==> src/rtl/mul_seq_ctrl.sv <==
// Control sequencer for a shift-and-add multiplier datapath: one registered
// control word per clock, start/busy/done handshake, abort and sign-magnitude mode.
module mul_seq_ctrl #(
    parameter int N = 8
) (
    input  logic       clk,
    input  logic       rst_n,
    input  logic       start,
    input  logic       op_signed,
    input  logic       abort,
    input  logic       p_b0,
    input  logic       p_zero,
    input  logic       p_sign,
    output logic [7:0] y,
    output logic       busy,
    output logic       done,
    output logic       err
);

    localparam int CW = $clog2(N + 1);

    localparam int Y_LD_A    = 0;
    localparam int Y_LD_B    = 1;
    localparam int Y_CLR_ACC = 2;
    localparam int Y_ABS     = 3;
    localparam int Y_ADD     = 4;
    localparam int Y_SHR     = 5;
    localparam int Y_NEG     = 6;
    localparam int Y_LD_RES  = 7;

    typedef enum logic [3:0] {
        IDLE,
        LOAD,
        CHECK,
        TEST,
        ADD,
        SHIFT,
        CORR,
        FIN,
        DONE
    } state_t;

    state_t          state_q, state_d;
    logic [CW-1:0]   cnt_q, cnt_d;
    logic            sgn_q, sgn_d;
    logic            smode_q, smode_d;
    logic            err_q, err_d;
    logic [7:0]      y_q, y_d;
    logic            busy_q, busy_d;
    logic            done_q, done_d;

    always_comb begin
        // NOTE: every signal gets a default before the case so no path leaves it unassigned (no latches).
        state_d = state_q;
        cnt_d   = cnt_q;
        sgn_d   = sgn_q;
        smode_d = smode_q;
        err_d   = err_q;

        case (state_q)
            IDLE: begin
                smode_d = op_signed;
                if (start) begin
                    state_d = LOAD;
                    err_d   = 1'b0;
                end
            end
            LOAD: begin
                cnt_d   = CW'(N);
                sgn_d   = p_sign & smode_q;
                state_d = CHECK;
            end
            CHECK:   state_d = p_zero ? FIN : TEST;
            TEST: begin
                if (cnt_q == '0)  state_d = sgn_q ? CORR : FIN;
                else if (p_b0)    state_d = ADD;
                else              state_d = SHIFT;
            end
            ADD:     state_d = SHIFT;
            SHIFT: begin
                cnt_d   = cnt_q - 1'b1;
                state_d = TEST;
            end
            CORR:    state_d = FIN;
            FIN:     state_d = DONE;
            DONE:    state_d = IDLE;
            default: state_d = IDLE;
        endcase

        // Abort overrides whatever transition the sequence would have taken.
        if (abort && busy_q) begin
            state_d = IDLE;
            err_d   = 1'b1;
        end
    end

    // Outputs are decoded from the next state so the registered word lines up
    // with the cycle the machine actually spends in that state.
    always_comb begin
        y_d = '0;
        case (state_d)
            LOAD: begin
                y_d[Y_LD_A]    = 1'b1;
                y_d[Y_LD_B]    = 1'b1;
                y_d[Y_CLR_ACC] = 1'b1;
                y_d[Y_ABS]     = smode_d;
            end
            ADD:     y_d[Y_ADD]    = 1'b1;
            SHIFT:   y_d[Y_SHR]    = 1'b1;
            CORR:    y_d[Y_NEG]    = 1'b1;
            FIN:     y_d[Y_LD_RES] = 1'b1;
            default: y_d = '0;
        endcase
        busy_d = !(state_d == IDLE || state_d == DONE);
        done_d = (state_d == DONE);
    end

    // NOTE: sequential state uses non-blocking assignments so all registers update together on the edge.
    always_ff @(posedge clk or negedge rst_n) begin
        if (!rst_n) begin
            state_q <= IDLE;
            cnt_q   <= '0;
            sgn_q   <= 1'b0;
            smode_q <= 1'b0;
            err_q   <= 1'b0;
            y_q     <= '0;
            busy_q  <= 1'b0;
            done_q  <= 1'b0;
        end else begin
            state_q <= state_d;
            cnt_q   <= cnt_d;
            sgn_q   <= sgn_d;
            smode_q <= smode_d;
            err_q   <= err_d;
            y_q     <= y_d;
            busy_q  <= busy_d;
            done_q  <= done_d;
        end
    end

    assign y    = y_q;
    assign busy = busy_q;
    assign done = done_q;
    assign err  = err_q;

endmodule

==> config.mk <==
export PLATFORM = sky130hd
export DESIGN_NAME = mul_seq_ctrl
export DESIGN_NICKNAME = d
export VERILOG_FILES = /design/src/rtl/mul_seq_ctrl.sv
export SDC_FILE = /design/constraint.sdc
export NUM_CORES = 1
export LEC_CHECK = 0
export BUFFER_PORTS_ARGS = -buffer_cell sky130_fd_sc_hd__buf_2
export CAP_MARGIN = 5
export CORE_ASPECT_RATIO = 0.7
export CORE_MARGIN = 2
export CORE_UTILIZATION = 50
export CTS_BUF_LIST = sky130_fd_sc_hd__clkbuf_4
export CTS_CLUSTER_SIZE = 14
export DETAILED_ROUTE_END_ITERATION = 10
export HOLD_SLACK_MARGIN = 0.05
export PLACE_DENSITY = 0.84
export SYNTH_ARGS = -nofsm -noshare
export SYNTH_HDL_FRONTEND = slang
export SYNTH_SLANG_ARGS = --single-unit
==> constraint.sdc <==
create_clock -name clk -period 1.8 [get_ports clk]
set_input_delay 0.09 -clock clk [delete_from_list [all_inputs] [get_ports clk]]
set_output_delay 0.09 -clock clk [all_outputs]
set_load 0.05 [all_outputs]
==> run metrics <==
status finished, violations left; failing checks setup timing; final setup fails 3; clk buf depth 2; Worst setup SP type flop; via count a little over 800; Setup CP Type reg -> reg; CP required approximately 2000 ps; number of global-route vias before repair ~800; die area between 2000 and 2500 um2; CTS root buffer clkbuf_4; total gr overflow 0; register area share after synthesis 49.9%; Synth cell types 37; Reg2Reg Setup Slack -40 ps; CP endpoint kind flop; prevailing post-synth register cell dfrtp_1; post-synth top area cell dfrtp_1; Final min period ~1800 ps; Starting Density 52.3%; Initial DRC Count 26; Slew @ Worst Pin 453 ps; Final nets between 100 and 150; fraction of the mapped netlist area in compound gates between 15 and 20%; fin crit share 102%; WL/cell ~17 um; largest net degree at the start of global routing 20; vias per inst 5.79; mapped cell area around 950 um2; Static Leak between 0.5 and 0.6 nW; Crit-path slowest cell dfrtp_1; final core utilization approximately two thirds; leading cell types in the layout, fill and taps excluded 19 x dfrtp_1, 18 x buf_2, 11 x buf_4; Power Density roughly 2000 nW/um2; CORE AREA ~1800 um2; Seq cells post-synth 19; Synth top area share about half; H-tree Lvls 1; I/O Buffers 18; worst-path maximum fanout 6; Final Max Slew Viols 0; Mapped Cells between 80 and 90; proportion of layout cells with a drive suffix above 1 around two fifths; adder-cell share of the synthesized area about 2.6%; Max Cap Viol 0; clk_skew around 2.0 ps; Hold WC Path Type in -> reg; most common library cell in the layout ignoring fill and taps dfrtp_1; row cnt 13; GP Congestion 0.806; CP bufs+invs 1; CP max stage delay between 400 and 500 ps; Clk Latency, worst-skew pair around 300 ps; Clock Pin Slew Worst Setup and Hold Paths 100 ps; CP Depth 6; largest family of logic cells by synthesized area simple AND/OR/NAND/NOR gates; DRC 0; area share of and/or/nand/nor cells after synthesis between 20% and 30%; Syn Nets 98; synthesis warning total 0; CTS tree done; CP cell instances inv_2 -> ha_4 -> or3b_4 -> a211oi_4 -> o21ai_4 -> nor3_1; Clock Sinks 19; setup_tns -71.3 ps; area grow syn2layout 27.9%; Final WS setup -42.0 ps; clock buffer count from CTS 3; CP top delay family simple AND/OR/NAND/NOR gates; worst path arrival time roughly 2100 ps; Hold Fails Final Rpt 0; io pins 19; Max VDD drop between 1 and 1.5 mV; n_diodes 0; post-DP HPWL 1740 um; reg2reg path depth 6; RSZ-0062 raised after global routing true; Die X about 56 um; Post-synth EDFFs 0; Antenna Nets Post-Route 0; global-route wire length before repair 3820 um; total wire length approximately 2400 um; mux cell area share after synthesis under 10%; Overall Global Routing Usage around a quarter; Max Fclk 543 MHz; Relative slew margins 69.8%; worst hold stages 2; XOR/XNOR share of the synthesized area less than 1%; initial antenna violation count 0; synthesized area per cell between 10 and 15 um2; ys async rst share between 90% and 100%; synth top area cells dfrtp_1 50%, a211oi_4 4.2%, nand2_1 2.8%; Die H 40.5 um; DR pass1 iterations 4
area by class of cell:
cell class | instances | area, um2
clock buffer | 4 | 30.0
inverter | 6 | 22.5
fill | 138 | 604
sequential | 19 | 475
timing repair buffer | 32 | 203
tap | 22 | 27.5
multi-input combinational | 57 | 459
through the flow:
| stage | setup slack, ps | instance area (um2) | instances | total power, mW | hold WS, ps |
|---|---|---|---|---|---|
| floorplan | 49.0 | 952 | 88 | 1.64 | -206 |
| global placement | 59.6 | 1090 | 129 | 1.89 | 46.4 |
| detailed placement | -86.7 | 1090 | 129 | 1.98 | 49.2 |
| CTS | 18.9 | 1190 | 139 | 2.32 | 58.6 |
| global route | -73.0 | 1220 | 140 | 2.55 | 53.9 |
| finish | -42.0 | 1220 | 140 | 2.41 | 60.1 |
kinds of logic (layout without fill, tap and decap cells):
logic type                 after synthesis  count (layout)
adders and majority gates                2               2
AOI/OAI and AO/OA                       18              18
buffers and inverters                   12              42
DFF                                     19              19
xor gates and xnor gates                 1               1
muxes                                    2               2
and+or+nand+nor                         34              34
where the power goes:
group / total (mW) / internal, mW / switching, mW / leakage, nW
clock: 0.235 / 0.102 / 0.133 / 0.0184
combinational: 1.40 / 0.559 / 0.837 / 0.327
sequential: 0.774 / 0.583 / 0.191 / 0.243
path summary, 6_finish.rpt:
check                                             to                 start
max in group asynchronous       cnt_q[0]$_DFFE_PN0P_                 rst_n
min in group asynchronous             done$_DFF_PN0_                 rst_n
worst min register to register       err$_DFFE_PN0P_       err$_DFFE_PN0P_
worst max register to register        y[5]$_DFF_PN0_  cnt_q[0]$_DFFE_PN0P_
worst max-delay path                  y[5]$_DFF_PN0_  cnt_q[0]$_DFFE_PN0P_
worst min-delay path                 err$_DFFE_PN0P_                 abort
cells in the mapped netlist (2+ instances only):
library cell / count
nand3_1: 2
nor4_1: 2
nor3b_1: 2
ha_1: 2
nand2_1: 7
and3_1: 2
a21oi_1: 3
dfrtp_1: 19
buf_2: 2
buf_4: 3
a211oi_4: 2
o21ai_0: 3
inv_1: 6
nor2_1: 6
a22o_1: 2
nor3_1: 4
routing by layer:
metal / vias up / routed length, um / track usage (%)
li1: 365 / - / -
met2: 44 / 1180 / 47.4
met1: 387 / 940 / 25.0
met4: 0 / 86 / 12.5
met5: - / 0 / 0
met3: 15 / 217 / 7.42
sequential cells by signal, indices dropped and copies added (netlist names):
register	cells
done	1
err	1
smode_q	1
state_q	4
sgn_q	1
y	6
cnt_q	4
busy	1
timing repair:
item / in CTS / in global routing
endpoints found under the setup margin: 5 / 6
hold buffers: 3 / 0
gates resized for setup: 6 / 3
cloned: 0 / 0
pin swaps: 4 / 3
setup buffers: 3 / 2
hold endpoints to repair: 21 / 0
Note: power is estimated with default switching activity, not from simulation.
